File: src/rtl/mem_arb_pkg.sv
// mem_arb_pkg
//   Shared definitions for the memory bus arbiter: FSM state encoding,
//   byte-strobe width helper and the default bus timeout.
//   Optional build macro used by the arbiter: MEM_ARB_TIMEOUT_EN.
package mem_arb_pkg;

    // Arbiter state encodings
    localparam logic [2:0] ENC_IDLE   = 3'd0;
    localparam logic [2:0] ENC_I_ADDR = 3'd1;
    localparam logic [2:0] ENC_I_WAIT = 3'd2;
    localparam logic [2:0] ENC_D_ADDR = 3'd3;
    localparam logic [2:0] ENC_D_WAIT = 3'd4;

    typedef enum logic [2:0] {
        IDLE   = ENC_IDLE,
        I_ADDR = ENC_I_ADDR,
        I_WAIT = ENC_I_WAIT,
        D_ADDR = ENC_D_ADDR,
        D_WAIT = ENC_D_WAIT
    } arb_state_t;

    // Cycles spent in a WAIT state before giving up (timeout build only)
    localparam int ARB_TIMEOUT_DEF = 255;

    // One strobe bit per data byte
    function automatic int strb_width(input int data_w);
        return data_w / 8;
    endfunction

endpackage

File: src/rtl/mem_bus_arbiter.sv
// mem_bus_arbiter
//   Shares a single SRAM-like bus (req / addr_ok / data_ok) between the
//   instruction-fetch port and the MEM-stage data port of a 5-stage core.
//   One transaction is outstanding at a time; a pending data access is
//   always issued before a pending fetch. Returned words are held until
//   the pipeline advances, so each result is consumed exactly once.
//
//   Build macro: MEM_ARB_TIMEOUT_EN
//     defined   - a wait counter aborts a transaction after TIMEOUT cycles
//                 without bus_data_ok, sets sticky bus_err and completes the
//                 requester with a zero word.
//     undefined - WAIT states wait indefinitely; bus_err is tied low.
//
// Ports
//   clk, rst                     clock, asynchronous active-high reset
//   inst_req/inst_addr           fetch request (level) and address
//   inst_rdata                   held instruction word
//   data_req/data_wen/data_addr  data request, byte strobes (0 = read), address
//   data_wdata / data_rdata      store data / held load data
//   advance                      pipeline advances this cycle
//   mem_stall                    a fetch or data access is still outstanding
//   bus_req/bus_wr/bus_wstrb     bus request, write flag, byte strobes
//   bus_addr/bus_wdata           bus address and write data
//   bus_addr_ok/bus_data_ok      address accepted / transaction complete
//   bus_rdata                    bus read data
//   bus_err                      sticky timeout flag
module mem_bus_arbiter
    import mem_arb_pkg::*;
#(
    parameter int ADDR_W  = 32,
    parameter int DATA_W  = 32,
    parameter int TIMEOUT = ARB_TIMEOUT_DEF
) (
    input  logic                  clk,
    input  logic                  rst,
    input  logic                  inst_req,
    input  logic [ADDR_W-1:0]     inst_addr,
    output logic [DATA_W-1:0]     inst_rdata,
    input  logic                  data_req,
    input  logic [DATA_W/8-1:0]   data_wen,
    input  logic [ADDR_W-1:0]     data_addr,
    input  logic [DATA_W-1:0]     data_wdata,
    output logic [DATA_W-1:0]     data_rdata,
    input  logic                  advance,
    output logic                  mem_stall,
    output logic                  bus_req,
    output logic                  bus_wr,
    output logic [DATA_W/8-1:0]   bus_wstrb,
    output logic [ADDR_W-1:0]     bus_addr,
    output logic [DATA_W-1:0]     bus_wdata,
    input  logic                  bus_addr_ok,
    input  logic                  bus_data_ok,
    input  logic [DATA_W-1:0]     bus_rdata,
    output logic                  bus_err
);

    localparam int STRB_W = strb_width(DATA_W);

    arb_state_t state;
    logic       inst_done;
    logic       data_done;
    logic       inst_pend;
    logic       data_pend;
    logic       timeout_hit;

    assign inst_pend = inst_req & ~inst_done;
    assign data_pend = data_req & ~data_done;
    assign mem_stall = inst_pend | data_pend;

`ifdef MEM_ARB_TIMEOUT_EN
    localparam int CNT_W = (TIMEOUT > 255) ? $clog2(TIMEOUT + 1) : 8;

    logic [CNT_W-1:0] wait_cnt;
    logic             in_wait;

    assign in_wait     = (state == I_WAIT) || (state == D_WAIT);
    assign timeout_hit = in_wait & ~bus_data_ok & (wait_cnt == CNT_W'(TIMEOUT - 1));

    // Counter restarts on every WAIT entry; bus_err stays set until reset.
    always_ff @(posedge clk or posedge rst) begin
        if (rst) begin
            wait_cnt <= '0;
            bus_err  <= 1'b0;
        end else begin
            if (in_wait && !bus_data_ok && !timeout_hit)
                wait_cnt <= wait_cnt + CNT_W'(1);
            else
                wait_cnt <= '0;
            if (timeout_hit)
                bus_err <= 1'b1;
        end
    end
`else
    logic unused_timeout;

    assign timeout_hit    = 1'b0;
    assign bus_err        = 1'b0;
    assign unused_timeout = (TIMEOUT != 0);
`endif

    always_ff @(posedge clk or posedge rst) begin
        if (rst) begin
            state      <= IDLE;
            bus_req    <= 1'b0;
            bus_wr     <= 1'b0;
            bus_wstrb  <= '0;
            bus_addr   <= '0;
            bus_wdata  <= '0;
            inst_rdata <= '0;
            data_rdata <= '0;
            inst_done  <= 1'b0;
            data_done  <= 1'b0;
        end else begin
            // Clear on advance first; a completion later in this block
            // overrides it, so a freshly returned word is never lost.
            if (advance) begin
                inst_done <= 1'b0;
                data_done <= 1'b0;
            end

            case (state)
                IDLE: begin
                    if (data_pend) begin
                        state     <= D_ADDR;
                        bus_req   <= 1'b1;
                        bus_wr    <= |data_wen;
                        bus_wstrb <= data_wen;
                        bus_addr  <= data_addr;
                        bus_wdata <= data_wdata;
                    end else if (inst_pend) begin
                        state     <= I_ADDR;
                        bus_req   <= 1'b1;
                        bus_wr    <= 1'b0;
                        bus_wstrb <= '0;
                        bus_addr  <= inst_addr;
                        bus_wdata <= '0;
                    end
                end

                // A requester that dropped req (flush) gets nothing back:
                // the bus transaction still completes but done stays clear.
                I_ADDR: begin
                    if (bus_addr_ok) begin
                        bus_req <= 1'b0;
                        if (bus_data_ok) begin
                            state <= IDLE;
                            if (inst_req) begin
                                inst_rdata <= bus_rdata;
                                inst_done  <= 1'b1;
                            end
                        end else begin
                            state <= I_WAIT;
                        end
                    end
                end

                I_WAIT: begin
                    if (bus_data_ok || timeout_hit) begin
                        state <= IDLE;
                        if (inst_req) begin
                            inst_rdata <= bus_data_ok ? bus_rdata : '0;
                            inst_done  <= 1'b1;
                        end
                    end
                end

                D_ADDR: begin
                    if (bus_addr_ok) begin
                        bus_req <= 1'b0;
                        if (bus_data_ok) begin
                            state <= IDLE;
                            if (data_req) begin
                                if (!bus_wr)
                                    data_rdata <= bus_rdata;
                                data_done <= 1'b1;
                            end
                        end else begin
                            state <= D_WAIT;
                        end
                    end
                end

                D_WAIT: begin
                    if (bus_data_ok || timeout_hit) begin
                        state <= IDLE;
                        if (data_req) begin
                            if (!bus_wr)
                                data_rdata <= bus_data_ok ? bus_rdata : '0;
                            data_done <= 1'b1;
                        end
                    end
                end

                default: begin
                    state   <= IDLE;
                    bus_req <= 1'b0;
                end
            endcase
        end
    end

    // Strobe port width is derived from DATA_W; keep the package helper honest.
    if (STRB_W != DATA_W / 8) begin : g_bad_strb
        $error("strobe width mismatch");
    end

endmodule

File: config.mk
export PLATFORM = sky130hd
export DESIGN_NAME = mem_bus_arbiter
export DESIGN_NICKNAME = d
export VERILOG_FILES = /design/src/rtl/mem_arb_pkg.sv /design/src/rtl/mem_bus_arbiter.sv
export SDC_FILE = /design/constraint.sdc
export NUM_CORES = 1
export LEC_CHECK = 0
export BUFFER_PORTS_ARGS = -buffer_cell sky130_fd_sc_hd__buf_4
export CAP_MARGIN = 20
export CORE_ASPECT_RATIO = 0.6
export CORE_UTILIZATION = 49
export CTS_CLUSTER_SIZE = 8
export DETAILED_ROUTE_END_ITERATION = 6
export GPL_ROUTABILITY_DRIVEN = 1
export PLACE_DENSITY = 0.85
export SLEW_MARGIN = 10
export SYNTH_ARGS = -nofsm -noshare
export SYNTH_HDL_FRONTEND = slang
export SYNTH_SLANG_ARGS = --single-unit
File: constraint.sdc
create_clock -name clk -period 6.8 [get_ports clk]
set_input_delay 1.36 -clock clk [delete_from_list [all_inputs] [get_ports clk]]
set_output_delay 1.36 -clock clk [all_outputs]
set_load 0.02 [all_outputs]
**Yosys cells after proc, flatten, opt, wreduce, memory -nomap -nowiden**

Index checks and enable logic that the tools add are counted.
Widths: inputs -> output; s select.

- Reduce and logical (&&, ||, !) cells: 12
- Equal/unequal tests: 9
- Muxes and demuxes: 39
- Bitwise gates (word level): 6

Operator list:

| kind | number |
|---|---|
| $mux 32 | 11 |
| $pmux 32 s2 | 2 |
| $mux 3 | 6 |
| $mux 1 | 13 |
| $pmux 3 s4 | 1 |
| $mux 4 | 2 |
| $eq 3x2->1 const B | 2 |
| $reduce_and 2->1 | 3 |
| $reduce_bool 2->1 | 3 |
| $ne 2x1->1 const B | 2 |
| $ne 2x2->1 const B | 2 |
| $pmux 1 s2 | 2 |
| $reduce_and 4->1 | 1 |
| $reduce_or 2->1 | 2 |
| $reduce_or 4->1 | 1 |
| $eq 3x1->1 const B | 1 |
| $eq 3x3->1 const B | 1 |
| $logic_not 3->1 | 1 |
| $ne 3x3->1 const B | 1 |
| $not 1->1 | 3 |
| $pmux 1 s3 | 1 |
| $reduce_and 3->1 | 1 |
| $and 1x1->1 | 2 |
| $mux 2 | 1 |
| $or 1x1->1 | 1 |

- Bits in registers: 139
- Logic and storage cells: 76
- Output and inout port bits: 136

**Longest topological paths before layout**

Gate-level depths: netlist of run 1.

- Depth in word-level cells: 5
- Depth in mapped cells: 7

**Least setup slack after synthesis of run 1**

No wires, ideal clock.

- Path type: in2out
- From: input data_req
- To: output mem_stall
- Slack: 3,602 ps
- Arrival: 1,838 ps
- Stages on the path: 2
- Buffers on the path: 0
- Cells stage by stage: nor2b_1 or2_2

- Longest elaborated chain between the ends: 2

RTL lines:

| what | line | text |
|---|---|---|
| start, declared | mem_bus_arbiter.sv:39 | `input logic data_req,` |
| $and 1x1->1 | mem_bus_arbiter.sv:67 | `assign data_pend = data_req & ~data_done;` |
| $or 1x1->1 | mem_bus_arbiter.sv:68 | `assign mem_stall = inst_pend \| data_pend;` |
| end, declared | mem_bus_arbiter.sv:45 | `output logic mem_stall,` |

No other way between the ends.

**Worst setup path in the final report of run 1**

Ends and elaborated chain as after synthesis.

==> metrics, run 1 <==
status=finished, violations left; failing checks=design-rule violations; sequential standard cell area=roughly 3500 sq um; Clock power frac=23.2%; global-route wire length before repair=approximately 23 mm; fin area=between 8000 and 9000 sq um; Syn Std Cell Area=between 5000 and 6000 sq um; initial antenna violation count=0; final setup violation count=0; Yosys cell types=30; post-cts resize count=0; Port Buffers=approximately 270; #FFs+latches synth=roughly 140; # IOs=~280; Setup Slack @ Placement=~3.3 ns; most common cell after layout, fill and taps aside=buf_4; Sw Share=between 30% and 40%; synth warn=0; number of enable flip-flop cells after synthesis=0; Worst Clk Skew=roughly 0.011 ns; Seq pwr share=around 34%; Worst EP arrival=roughly 2.2 ns; cells after synthesis=403; drt via density=5.171; DRC Markers=17; Clk pin slew, worst setup/hold paths=~0.060 ns; Top FF cell, synth=dfrtp_1; Fin. Hold Viols=0; Final nets=approximately 800; CP required=roughly 5.4 ns; Worst-Skew Late Latency=between 0.4 and 0.5 ns; maximum clock rate=0.2848 GHz; Peak VDD IR=roughly 0.31 mV; dpl hpwl=10.84 mm; Die Span X=139.1 um; antenna viol nets, final=0; setup TNS=0 ns; worst-path maximum fanout=3; share of cells above drive strength 1=a little under three fifths; num rows=29; Pins Over Slew Limit=0; area of the multi-input gates=1894 sq um; antenna cells=0; hold buffers post-CTS=0; worst r2r path cells=6; PD cells=just over 500 nW/um^2; Finished Layout Cells=roughly 820; Worst Setup End Kind=output pin; H-tree depth=4; Root Buffer Master=clkbuf_16; Comb pwr share=between 40% and 50%; clk sink count=139; placed cell area=roughly 7700 sq um; Max Cap Violations=0; area grow syn2layout=50.77%; fin crit share=between 50% and 60%; postcts setup bufs=0; slew margin rel.=26.94%; Core ar.=~11000 sq um; clk buf depth=2; Detailed Routing Iterations Pass 1=7; commonest non-fill, non-tap cells in the layout=buf_4, dfrtp_1, mux2_2, nand2_1, a22o_1; setup ws final=roughly 3.3 ns; post-synthesis sequential area ratio=62.98%; hold slack=about 0.48 ns; Mapped Avg Cell Area=~14 sq um; crit path launch type=primary input; initial core utilization=51.25%; pin count of the biggest net entering global routing=102; drt total wl=approximately 15 mm; Die ar.=11710 sq um; Inst Count DP=~790; GR Overflow Total=0; post-layout min period=between 3 and 4 ns; Routed wire per std cell=between 15 and 20 um; Worst Hold Class=register to register; RSZ-0062 raised after global routing=no; CTS tree=yes; vias=~4.3k; Hold Path Cell Cnt=2; Die Ht=84.24 um; vias in the first global route=between 4k and 5k; GPL Wtd Cong=roughly 0.8; Slew @ Worst Pin=roughly 1.1 ns; critical path class=primary input to output pin; number of buffers created by CTS=17; initial DRC count=113; Cell Int Power=2.681 mW; syn_nets=542; Total GRT Usage=26.17%; FFs w/ async S/R, synth=100.0%; leakage=4.208 nW; fill count=688; P_sw=1.596 mW
metrics by stage:
| stage | power (mW) | util [%] |
|---|---|---|
| floorplan | 2.450 | - |
| global placement | 3.231 | 71.02 |
| detailed placement | 3.302 | 71.02 |
| CTS | 4.305 | 76.91 |
| global route | 4.482 | 77.27 |
| finish | 4.277 | 77.27 |
state kept, by name, indices dropped and copies added, names as in the netlist:
register    count
inst_done       1
bus_req         1
state           3
bus_wr          1
bus_addr       32
bus_wdata      32
data_rdata     32
bus_wstrb       4
data_done       1
inst_rdata     32
area by class of cell:
type / count / area share, %
Sequential cell: 139 / 41.77
Timing Repair Buffer: 280 / 25.53
Multi-Input combinational cell: 231 / 22.75
Clock buffer: 17 / 5.109
Clock inverter: 14 / 2.509
Tap cell: 139 / 2.089
Inverter: 4 / 0.2404
layer usage:
layer  wire length [um]  vias up  share of wire, %  track usage, %
li1                   -     1981                 -               -
met1               6036     2101                41           31.58
met2               7561      161                51           44.67
met3               1084       18               7.3           8.956
met4                187        0               1.3           8.182
met5                  0        -                 0               0
cell families after synthesis:
family                 after synthesis  synth area share (%)
muxes                               98                 19.21
other                                1               0.06790
and+or+nand+nor                     51                 4.010
AOI/OAI and AO/OA                   81                 10.65
buffers and inverters               33                 3.081
DFF                                139                 62.98
critical path, stage by stage:
cell	delay [ns]
buf_4	0.12
nor2b_1	0.17
or2_2	0.34
buf_4	0.17
power groups by stage:
stage          Clock [mW]  Sequential (mW)  Combinational, mW
2_1_floorplan           0             1.87              0.580
3_3_place_gp            0             1.44               1.80
3_5_place_dp            0             1.45               1.85
4_1_cts              1.00             1.45               1.85
5_1_grt              1.04             1.50               1.94
6_report            0.990             1.45               1.83
synthesized netlist by cell type, types with 2 or more instances:
cell,instances,share of area (%)
a22o_1,36,5.7
dfrtp_1,139,63
nor2_1,5,0.34
o21ai_0,33,3.0
buf_6,4,0.82
nor2b_1,3,0.34
buf_4,2,0.27
a22oi_1,2,0.27
mux2i_1,34,6.2
a21oi_1,3,0.27
buf_2,7,0.63
nor3_1,2,0.18
clkbuf_1,16,1.1
nand2_1,36,2.4
inv_1,4,0.27
mux2_2,63,13
path summary, 6_finish.rpt:
kind	start	end	slack, ns
min in group asynchronous	rst	data_rdata[2]$_DFFE_PP0P_	0.99
setup / recovery	data_req	mem_stall	3.29
hold reg to reg	bus_addr[20]$_DFFE_PP0P_	bus_addr[20]$_DFFE_PP0P_	0.48
max in group asynchronous	rst	bus_wdata[3]$_DFFE_PP0P_	4.69
setup reg to reg	state[2]$_DFFE_PP0P_	data_rdata[28]$_DFFE_PP0P_	4.18
hold / removal	bus_addr[20]$_DFFE_PP0P_	bus_addr[20]$_DFFE_PP0P_	0.48
No activity file was read; power rests on OpenSTA's default activity.
==> run 2, diff against run 1 <==
--- a/config.mk
+++ b/config.mk
@@ -8,11 +8,11 @@
 export BUFFER_PORTS_ARGS = -buffer_cell sky130_fd_sc_hd__buf_4
 export CAP_MARGIN = 20
 export CORE_ASPECT_RATIO = 0.6
-export CORE_UTILIZATION = 49
+export CORE_UTILIZATION = 46
 export CTS_CLUSTER_SIZE = 8
 export DETAILED_ROUTE_END_ITERATION = 6
 export GPL_ROUTABILITY_DRIVEN = 1
-export PLACE_DENSITY = 0.85
+export PLACE_DENSITY = 0.8
 export SLEW_MARGIN = 10
 export SYNTH_ARGS = -nofsm -noshare
 export SYNTH_HDL_FRONTEND = slang
==> constraint.sdc (replaced) <==
create_clock -name clk -period 3.5 [get_ports clk]
set_input_delay 0.7 -clock clk [delete_from_list [all_inputs] [get_ports clk]]
set_output_delay 0.7 -clock clk [all_outputs]
set_load 0.02 [all_outputs]
==> run 2 against run 1 <==
Count of clock-buffer cells in the layout grew 1. Utilization shrank 3.8 points. Flip-flop and latch count is the same. Highest routed layer unchanged. Register-to-register slack lost 2.9 ns. Design area grew 1.3%. Critical path depth grew 1. Sequential share of layout area shrank 0.55 points. Critical endpoint is now data_rdata[6]$_DFFE_PP0P_. Sequential power grew 94%. Final cell count grew 3.4%. The flow now finishes without violations. Worst setup slack lost 2.0 ns. Via count shrank 0.40%. Wire length grew 4.0%.
==> metrics, run 2 (synthesized netlist as in run 1, its figures left out) <==
antenna viol nets, final=0; Pins Over Slew Limit=0; slew margin rel.=around two fifths; number of buffers created by CTS=17; Worst-Skew Late Latency=about 0.41 ns; Cell Int Power=between 5 and 6 mW; Root Buffer Master=clkbuf_16; crit path launch type=register; Core ar.=11490 sq um; GR Overflow Total=0; most common cell after layout, fill and taps aside=buf_4; Clk pin slew, worst setup/hold paths=approximately 0.060 ns; status=finished, final reports clean; CTS tree=yes; maximum clock rate=roughly 0.45 GHz; Worst Setup End Kind=register; H-tree depth=4; Total GRT Usage=approximately a quarter; setup TNS=0 ns; Routed wire per std cell=~18 um; Max Cap Violations=0; Worst Hold Class=primary input to asynchronous set/reset pin; Die Ht=86.88 um; final setup violation count=0; Peak VDD IR=0.5425 mV; vias=about 4.2k; # IOs=between 200 and 300; Detailed Routing Iterations Pass 1=4; Sw Share=between 30% and 40%; post-cts resize count=0; hold buffers post-CTS=0; drt via density=~5; commonest non-fill, non-tap cells in the layout=buf_4, dfrtp_1, mux2_2, nand2_1, a22o_1; clk buf depth=2; Worst Clk Skew=approximately 0.015 ns; clk sink count=139; num rows=30; Die ar.=12460 sq um; postcts setup bufs=0; share of cells above drive strength 1=56.07%; fin crit share=between 60% and 70%; Port Buffers=between 200 and 300; initial core utilization=approximately half; global-route wire length before repair=between 20 and 25 mm; initial antenna violation count=0; vias in the first global route=about 4.4k; GPL Wtd Cong=0.7697; Slew @ Worst Pin=0.8970 ns; leakage=4.255 nW; Final nets=818; antenna cells=0; Clock power frac=between 20% and 30%; Worst EP arrival=around 2.5 ns; initial DRC count=108; pin count of the biggest net entering global routing=45; Die Span X=around 140 um; worst-path maximum fanout=32; RSZ-0062 raised after global routing=no; critical path class=register to register; post-layout min period=2.245 ns; P_sw=between 3 and 4 mW; area grow syn2layout=52.79%; dpl hpwl=11.30 mm; drt total wl=between 15 and 20 mm; Seq pwr share=around a third; setup ws final=1.255 ns; total power=~8.3 mW; CP required=about 3.8 ns; fill count=829; Fin. Hold Viols=0; PD cells=988.8 nW/um^2; Comb pwr share=a little over two fifths; DRC Markers=0; Setup Slack @ Placement=1.203 ns
## run 2: changes by cell type in the layout (fill, tap and decap cells not counted), sizes merged
cell | previous run | this run
buf | 280 | 286
clkbuf | 17 | 18
clkinvlp | 3 | 2
clkinv | 1 | 4
inv | 10 | 8
## run 2: cell type report
class / count / area [sq um] / area share [%]
sequential: 139 / 3478 / 41.22
clock buffer: 18 / 429.2 / 5.086
inverter: 4 / 18.77 / 0.2224
tap: 160 / 200.2 / 2.372
clock inverter: 14 / 207.7 / 2.461
timing repair buffer: 286 / 2210 / 26.19
multi-input combinational: 231 / 1894 / 22.45
## run 2: metrics by stage
stage,hold WS (ns),std cells,util (%),cell area (sq um)
3_3_place_gp,0.4639,818,67.57,7761
5_1_grt,0.2646,852,73.46,8438
4_1_cts,0.4844,850,73.12,8398
6_report,0.2603,852,73.46,8438
3_5_place_dp,0.4726,818,67.57,7761
2_1_floorplan,0.4543,403,-,5527
## run 2: worst paths after layout
check | startpoint | end | slack [ns] | depth (start not counted)
max in group asynchronous | rst | bus_wdata[25]$_DFFE_PP0P_ | 2.47 | 4
min | rst | inst_rdata[22]$_DFFE_PP0P_ | 0.26 | 2
min in group clk | bus_addr[26]$_DFFE_PP0P_ | bus_addr[26]$_DFFE_PP0P_ | 0.48 | 2
min reg2reg | bus_addr[26]$_DFFE_PP0P_ | bus_addr[26]$_DFFE_PP0P_ | 0.48 | 2
max | state[2]$_DFFE_PP0P_ | data_rdata[6]$_DFFE_PP0P_ | 1.25 | 5
max reg2reg | state[2]$_DFFE_PP0P_ | data_rdata[6]$_DFFE_PP0P_ | 1.25 | 5
## run 2: per-layer routing
layer  global-route usage (%)  vias up  routed length (um)
li1                         -     1996                   -
met1                    27.82     2077                5660
met2                    44.88      159                8195
met3                    10.39       12                1491
met4                    6.286        0                 113
met5                        0        -                   0
## run 2: power groups by stage
stage | Sequential [mW] | Clock, mW | Combinational [mW]
2_1_floorplan | 3.63 | 0 | 1.13
3_3_place_gp | 2.78 | 0 | 3.52
3_5_place_dp | 2.82 | 0 | 3.63
4_1_cts | 2.82 | 1.96 | 3.64
5_1_grt | 2.91 | 2.04 | 3.82
6_report | 2.81 | 1.93 | 3.60
## run 2: critical path, stage by stage, from the launching register on
cell,delay [ns]
dfrtp_1,0.51
and3b_2,0.35
a21oi_2,0.06
a2111oi_4,0.32
buf_4,0.46
mux2_2,0.41
